File: config.mk
export PLATFORM = sky130hd
export DESIGN_NAME = pktunit_tx_arbiter
export DESIGN_NICKNAME = d
export VERILOG_FILES = /design/src/rtl/pktunit_tx_arbiter.sv
export SDC_FILE = /design/constraint.sdc
export NUM_CORES = 1
export LEC_CHECK = 0
export BUFFER_PORTS_ARGS = -buffer_cell sky130_fd_sc_hd__buf_2
export CAP_MARGIN = 5
export CORE_AREA = 8 8 191 193
export DETAILED_ROUTE_END_ITERATION = 7
export DIE_AREA = 0 0 199 201
export HOLD_SLACK_MARGIN = 0.08
export PLACE_DENSITY = 0.54
export SLEW_MARGIN = 40
export SYNTH_ARGS = -nofsm -noshare
export SYNTH_HDL_FRONTEND = slang
export SYNTH_SLANG_ARGS = --single-unit
File: constraint.sdc
create_clock -name clk -period 3.1 [get_ports clk]
set_input_delay 0 -clock clk [delete_from_list [all_inputs] [get_ports clk]]
set_output_delay 0 -clock clk [all_outputs]
set_load 0.005 [all_outputs]
File: src/rtl/pktunit_tx_arbiter.sv
// Packet-atomic round-robin arbiter: one source at a time owns the PU poller
// from arbitration until its eop beat is accepted; counts completed frames per port.
module pktunit_tx_arbiter #(
  parameter int DATA_BYTES = 8,
  parameter int NUM_PORTS  = 4,
  parameter int CNT_W      = 16
) (
  input  logic                                 clk,
  input  logic                                 rst,
  input  logic [NUM_PORTS*DATA_BYTES*8-1:0]    s_data_d,
  input  logic [NUM_PORTS-1:0]                 s_data_v,
  output logic [NUM_PORTS-1:0]                 s_data_r,
  input  logic [NUM_PORTS*8-1:0]               s_flags_d,
  input  logic [NUM_PORTS-1:0]                 s_flags_v,
  output logic [NUM_PORTS-1:0]                 s_flags_r,
  input  logic [NUM_PORTS*DATA_BYTES-1:0]      s_eop_d,
  input  logic [NUM_PORTS-1:0]                 s_eop_v,
  output logic [NUM_PORTS-1:0]                 s_eop_r,
  output logic [DATA_BYTES*8-1:0]              m_data_d,
  output logic                                 m_data_v,
  input  logic                                 m_data_r,
  output logic [7:0]                           m_flags_d,
  output logic                                 m_flags_v,
  input  logic                                 m_flags_r,
  output logic [DATA_BYTES-1:0]                m_eop_d,
  output logic                                 m_eop_v,
  input  logic                                 m_eop_r,
  input  logic [NUM_PORTS-1:0]                 port_en,
  output logic                                 grant_v,
  output logic [$clog2(NUM_PORTS)-1:0]         grant_id,
  output logic [NUM_PORTS*CNT_W-1:0]           frame_cnt
);

  localparam int DW   = DATA_BYTES * 8;
  localparam int ID_W = $clog2(NUM_PORTS);

  typedef enum logic {IDLE, LOCK} state_e;

  state_e                     state_q, state_d;
  logic [ID_W-1:0]            grant_id_q, grant_id_d;
  logic [ID_W-1:0]            rr_ptr_q, rr_ptr_d;
  logic [NUM_PORTS*CNT_W-1:0] frame_cnt_q, frame_cnt_d;

  logic [NUM_PORTS-1:0] in_v;
  logic [NUM_PORTS-1:0] req;
  logic                 m_rdy;
  logic                 xfer;
  logic                 found;
  logic [ID_W-1:0]      winner;

  assign in_v  = s_data_v & s_flags_v & s_eop_v;
  assign req   = in_v & port_en;
  assign m_rdy = m_data_r & m_flags_r & m_eop_r;

  // First requester at or after rr_ptr, wrapping modulo NUM_PORTS.
  always_comb begin : rr_search
    int idx;
    // NOTE: every always_comb output gets a default first so no path leaves it unassigned (no latch).
    found  = 1'b0;
    winner = '0;
    idx    = 0;
    for (int i = 0; i < NUM_PORTS; i++) begin
      idx = int'(rr_ptr_q) + i;
      if (idx >= NUM_PORTS) idx = idx - NUM_PORTS;
      if (!found && req[idx]) begin
        found  = 1'b1;
        winner = ID_W'(idx);
      end
    end
  end

  always_comb begin : datapath
    m_data_d  = '0;
    m_flags_d = '0;
    m_eop_d   = '0;
    m_data_v  = 1'b0;
    m_flags_v = 1'b0;
    m_eop_v   = 1'b0;
    s_data_r  = '0;
    s_flags_r = '0;
    s_eop_r   = '0;
    if (state_q == LOCK) begin
      m_data_d             = s_data_d[int'(grant_id_q)*DW +: DW];
      m_flags_d            = s_flags_d[int'(grant_id_q)*8 +: 8];
      m_eop_d              = s_eop_d[int'(grant_id_q)*DATA_BYTES +: DATA_BYTES];
      m_data_v             = in_v[grant_id_q];
      m_flags_v            = in_v[grant_id_q];
      m_eop_v              = in_v[grant_id_q];
      s_data_r[grant_id_q]  = m_rdy;
      s_flags_r[grant_id_q] = m_rdy;
      s_eop_r[grant_id_q]   = m_rdy;
    end
  end

  assign xfer = (state_q == LOCK) && in_v[grant_id_q] && m_rdy;

  always_comb begin : next_state
    state_d     = state_q;
    grant_id_d  = grant_id_q;
    rr_ptr_d    = rr_ptr_q;
    frame_cnt_d = frame_cnt_q;
    unique case (state_q)
      IDLE: begin
        if (found) begin
          state_d    = LOCK;
          grant_id_d = winner;
        end
      end
      LOCK: begin
        // The frame ends only when its eop beat is actually accepted.
        if (xfer && (|m_eop_d)) begin
          state_d  = IDLE;
          rr_ptr_d = (grant_id_q == ID_W'(NUM_PORTS - 1)) ? '0 : grant_id_q + 1'b1;
          frame_cnt_d[int'(grant_id_q)*CNT_W +: CNT_W] =
            frame_cnt_q[int'(grant_id_q)*CNT_W +: CNT_W] + CNT_W'(1);
        end
      end
      default: state_d = IDLE;
    endcase
  end

  // NOTE: state registers use non-blocking assignments so every flop samples pre-edge values.
  always_ff @(posedge clk) begin
    if (rst) begin
      state_q     <= IDLE;
      grant_id_q  <= '0;
      rr_ptr_q    <= '0;
      // NOTE: the frame counters are plain flops, not a RAM, so clearing them on reset is cheap and required.
      frame_cnt_q <= '0;
    end else begin
      state_q     <= state_d;
      grant_id_q  <= grant_id_d;
      rr_ptr_q    <= rr_ptr_d;
      frame_cnt_q <= frame_cnt_d;
    end
  end

  assign grant_v   = (state_q == LOCK);
  assign grant_id  = grant_id_q;
  assign frame_cnt = frame_cnt_q;

endmodule
# --- Yosys cells after proc, flatten, opt, wreduce, memory -nomap -nowiden ---
# Cells that the tools add are included.
op_classes:
  reduce_logical: 13
  n_addsub: 10
  n_lt_le_gt_ge: 10
  bitwise_logic: 7
  shift: 6
  mux: 38
  eq_ne: 1
op_table:
  columns: ["cell", "n"]
  rows:
  - ["$shiftx A256 B9 Y64", 1]
  - ["$lt A32 B4 Y1 const B", 4]
  - ["$mux W32", 4]
  - ["$bwmux W64", 1]
  - ["$mux W64", 1]
  - ["$shift A16 B33 Y64 const A", 1]
  - ["$shiftx A16 B33 Y64", 1]
  - ["$shiftx A32 B6 Y8", 2]
  - ["$shiftx A64 B7 Y16", 1]
  - ["$neg A6 Y33", 1]
  - ["$mux W1", 17]
  - ["$add A16 B1 Y16 const B", 1]
  - ["$and A4 B4 Y4", 4]
  - ["$mux W8", 2]
  - ["$sub A3 B3 Y4 const B", 3]
  - ["$bmux W1 S2", 5]
  - ["$mux W2", 5]
  - ["$ge A3 B3 Y1 const B", 3]
  - ["$reduce_or A8 Y1", 1]
  - ["$logic_and A1 B1 Y1", 7]
  - ["$add A2 B2 Y3 const B", 2]
  - ["$mux W4", 1]
  - ["$reduce_and A2 Y1", 2]
  - ["$sub A2 B3 Y4 const B", 1]
  - ["11 further kinds", 14]
word_totals:
  ff_bits: 69
  input_bits: 341
  elab_cells: 89
  out_inout_bits: 162

# --- Longest topological paths before layout ---
logic_depth:
  ltp_word: 18
  mapped_depth: 12
  depth_no_buf: 7

# --- Least setup slack after synthesis ---
# Ideal clock, no wire load.
synth_path:
  kind: "reg2reg"
  startpoint: "reg grant_id_q[1], in the netlist grant_id[1]"
  endpoint: "reg frame_cnt_q[31], in the netlist frame_cnt[31]"
  arrival_ns: 3.136
  path_stages_with_launch: 13
  required_ns: 3.026
  setup_time_ns: 0.074
  period_less_slack_ns: 3.210
  path_buffers: 6
  path_slack_ns: -0.110
  path_cell_list: "dfxtp_1 -> buf_2 -> buf_1 -> clkbuf_1 -> clkbuf_1 -> inv_1 -> ha_1 -> nor2b_1 -> buf_1 -> nand2_1 -> or3_1 -> buf_6 -> o21ai_0"
synth_between:
  elab_chain_len: 6
  elab_cells_between_ends: 15
  classes_between: "2 x add/sub; 4 x shift; 4 x mux; 5 x reduce/logical"
synth_lines:
  columns: ["element", "line_no", "rtl"]
  rows:
  - ["start, declared", "40", "logic [ID_W-1:0] grant_id_q, grant_id_d;"]
  - ["start signal, assigned", "132", "grant_id_q <= grant_id_d;"]
  - ["branches (longest 6 deep; another with $add A16 B1 Y16)", null, null]
  - ["end signal, assigned", "134", "frame_cnt_q <= frame_cnt_d;"]
  - ["end, declared", "42", "logic [NUM_PORTS*CNT_W-1:0] frame_cnt_q, frame_cnt_d;"]
# Parallel ways; which one is timed is not known. The select of a mux whose other input is x is not followed.
# A chain may end at the register's enable or synchronous reset.

# --- Worst setup path in the final report ---
layout_path:
  startpoint: "reg grant_id_q[0], in the netlist grant_id[0]"
  endpoint: "reg frame_cnt_q[27], in the netlist frame_cnt[27]"
# The elaborated chain is that of the path after synthesis.

==> impl_summary.md <==
Outcome
The run finished with clean final reports.

Global routing
Entering global routing, the biggest net connects just under 90 pins. The number of global-route vias before repair was between 7,000 and 8,000. In the global route stage, overall resource usage came out at 17.85%.

The number of antenna violations at the first check in global routing is 28. The total overflow left after global routing is 0. The wire length of the first global-routing pass is between 50,000 and 60,000 um.

Synth
The commonest register cell after synthesis is sky130_fd_sc_hd__dfxtp_1. The synthesized area divided by synthesized cell count is 10.52 um2. The count of yosys warnings during synthesis is 0.

Synthesis instantiated between 40 and 50 different standard cells from the library. The number of flops mapped to enable cells by yosys is 0. The sequential cell area fraction in the yosys report is ~22%. Summing every instance area after synthesis gives approximately 6200 um2. The number of nets produced by synthesis is a little over 900. After synthesis, the share of flip-flops with an asynchronous set or reset is 0%.

The cell count after synthesis came out at roughly 590. The number of register bits inferred by synthesis is around 70.

Timing
Setup repair after global routing left no endpoint under its margin. The count of final max-slew check failures is 0. Setup violations remaining at the end of the flow were counted as 0. The pin slew with the least headroom to its limit is roughly 0.75 ns. The maximum clock frequency is about 360 MHz. The number of endpoints with negative hold slack in the final report is 0.

The clock period could shrink to roughly 2.8 ns. The remaining max-slew budget at the tightest pin is about half. The summed negative setup slack over all endpoints is 0 ns.

Between clock sinks in the finished design, the worst skew comes to between 0.009 and 0.01 ns. The portion of the clock cycle consumed by the worst path in the final layout is 89.27%.

Clock tree
The tree is rooted in a sky130_fd_sc_hd__clkbuf_16. TritonCTS built the clock tree. The clock net in this run drives a total of 69 sinks. The later pin in the worst-skew pair is clocked with a latency of 0.34 ns. The post-CTS setup buffer count is 0.

The buffer levels on the longest clock path is 2. Clock tree synthesis inserted a total of 9 buffers. The maximum level of the CTS H-tree is 3. Clock-pin slew was measured on the worst setup and hold paths at ~0.070 ns.

The number of buffers added to fix hold violations after cts is 0. The post-cts repair resize count is 0.

Setup path
The critical path is of the reg2reg type. The endpoint kind of the worst setup timing path is a register. The required time at the worst-slack endpoint is roughly 3.3 ns. The worst-case reg-to-reg path depth is 5. The worst setup path is launched from a register.

STA puts the critical path data arrival time at just under 3 ns. The biggest fanout along the worst timing path is 11.

Worst hold path
The number of instances on the worst hold path is 2. The path class of the tightest hold or removal check is in2reg.

Floorplan
The starting density of the core is a little under a fifth. The horizontal die dimension is 199 um. The floorplan step defined a core boundary enclosing ~33,000 um2.

The overall die height is around 200 um. between 500 and 600 I/O pins were placed. The floorplan step defined a die boundary enclosing 40,000 um2. Row generation in the floorplan step produced 67 rows.

Final layout
The growth of design area from synthesis to finish is 52.26%. In the layout the commonest cells are sky130_fd_sc_hd__buf_2 (502), sky130_fd_sc_hd__mux4_2 (94), sky130_fd_sc_hd__and2_1 (86), sky130_fd_sc_hd__dfxtp_1 (66), sky130_fd_sc_hd__nand2_1 (41). The proportion of layout cells with a drive suffix above 1 is roughly 60%. The multi-input combinational cells in the finished layout cover a total of approximately 4400 um2. The library cell used most frequently in the layout, excluding fill and tap cells, is sky130_fd_sc_hd__buf_2. The number of inserted filler cells in the final layout is around 3,600.

After the last flow step, the layout net total stands at about 1,400. In the final layout, flip-flops and latches occupy about 1400 um2.

Flow run
The number of max-cap violations is 0.

Route
The routed wire length is 38,200 um. For this run, design rule violations remaining after detail routing come to 0. The detailed-routing iteration count for the pre-antenna-repair pass is 4. The initial detailed-routing violation count is between 400 and 500. The via density per instance is between 4 and 5. The count of nets left with antenna violations once routing finished came out at 0.

After detailed routing, the average wire length per cell comes to approximately 25 um. The routed layout has roughly 7,200 vias.

Power and ir drop
The total power of the final layout is about 2.6 mW. The maximum VDD drop is about 350 uV. The leakage power total is about 4 nW.

The areal power density over the cells is ~270 nW/um2.

Placement
The weighted congestion reported at the end of routability-driven placement is 0.9386. Input and output buffers added on the ports amount to 502. The HPWL after detailed placement is about 33,000 um.
==> critical path, cell delays in order (launching register included) <==
cell and delay [ns]:
sky130_fd_sc_hd__dfxtp_4 0.48, sky130_fd_sc_hd__mux4_1 0.62, sky130_fd_sc_hd__or4_1 0.70, sky130_fd_sc_hd__o211ai_4 0.36
sky130_fd_sc_hd__or3_1 0.34, sky130_fd_sc_hd__o21ai_0 0.15
==> metrics by stage <==
| step | hold WS [ns] | instances | area (um2) | setup WS, ns | util (%) |
|---|---|---|---|---|---|
| floorplan | 0.2991 | 587 | 6176 | 0.01971 | - |
| global placement | 0.4224 | 1493 | 9059 | 0.3623 | 27.22 |
| detailed placement | 0.4234 | 1493 | 9059 | 0.3243 | 27.22 |
| CTS | 0.1739 | 1509 | 9363 | 0.3114 | 28.13 |
| global route | 0.1925 | 1520 | 9394 | 0.09616 | 28.23 |
| finish | 0.1784 | 1523 | 9402 | 0.3326 | 28.25 |
==> cells by family after synthesis <==
family,after synthesis,synth area share (%)
xor gates and xnor gates,11,1.560
AOI/OAI and AO/OA,98,11.08
buffers and inverters,84,7.092
and+or+nand+nor,218,20.16
adders and majority gates,7,1.418
muxes,100,36.31
DFF,69,22.37
==> cells in the mapped netlist, drive strengths merged (9+ instances only) <==
cell | number | area share [%]
nand3 | 17 | 1.4
and2 | 87 | 8.8
nand2 | 41 | 2.5
mux4 | 98 | 36
dfxtp | 69 | 22
a21oi | 37 | 3.1
o32ai | 16 | 2.3
nor2 | 9 | 0.55
o211ai | 12 | 1.9
or3 | 12 | 1.3
nand3b | 16 | 1.9
clkbuf | 25 | 1.5
o21ai | 16 | 1.3
inv | 22 | 1.3
buf | 37 | 4.2
xnor2 | 11 | 1.6
nand4 | 11 | 1.1
==> metal layers <==
| metal | GRT usage, % | vias up | routed length [um] |
|---|---|---|---|
| met5 | 0 | - | 84 |
| met4 | 5.957 | 14 | 788 |
| met3 | 5.717 | 49 | 3657 |
| met2 | 29.97 | 368 | 19110 |
| met1 | 21.14 | 3572 | 14560 |
| li1 | - | 3224 | - |
==> final timing paths <==
check / from / endpoint / slack (ns)
min reg2reg: frame_cnt[50] / frame_cnt[50] / 0.47
min: rst / rr_ptr_q[1] / 0.18
max: grant_id[0] / frame_cnt[27] / 0.33
max reg2reg: grant_id[0] / frame_cnt[27] / 0.33
==> sequential cells by signal, summed over array words and instances (netlist names) <==
name / count
frame_cnt: 64
grant_id: 2
grant_v: 1
rr_ptr_q: 2
==> layout make-up <==
class,count,share of cell area [%]
Sequential cell,69,14.79
Inverter,22,0.8784
Multi-Input combinational cell,434,46.43
Tap cell,448,5.962
Timing Repair Buffer,520,28.33
Antenna cell,14,0.3726
Clock buffer,9,2.396
Clock inverter,7,0.8384
==> power breakdown <==
group / switching [mW] / internal, mW
Combinational: 0.264 / 0.344
Clock: 0.431 / 0.633
Sequential: 0.00497 / 0.887
Total: 0.701 / 1.86
(Power assumes the default switching activity.)
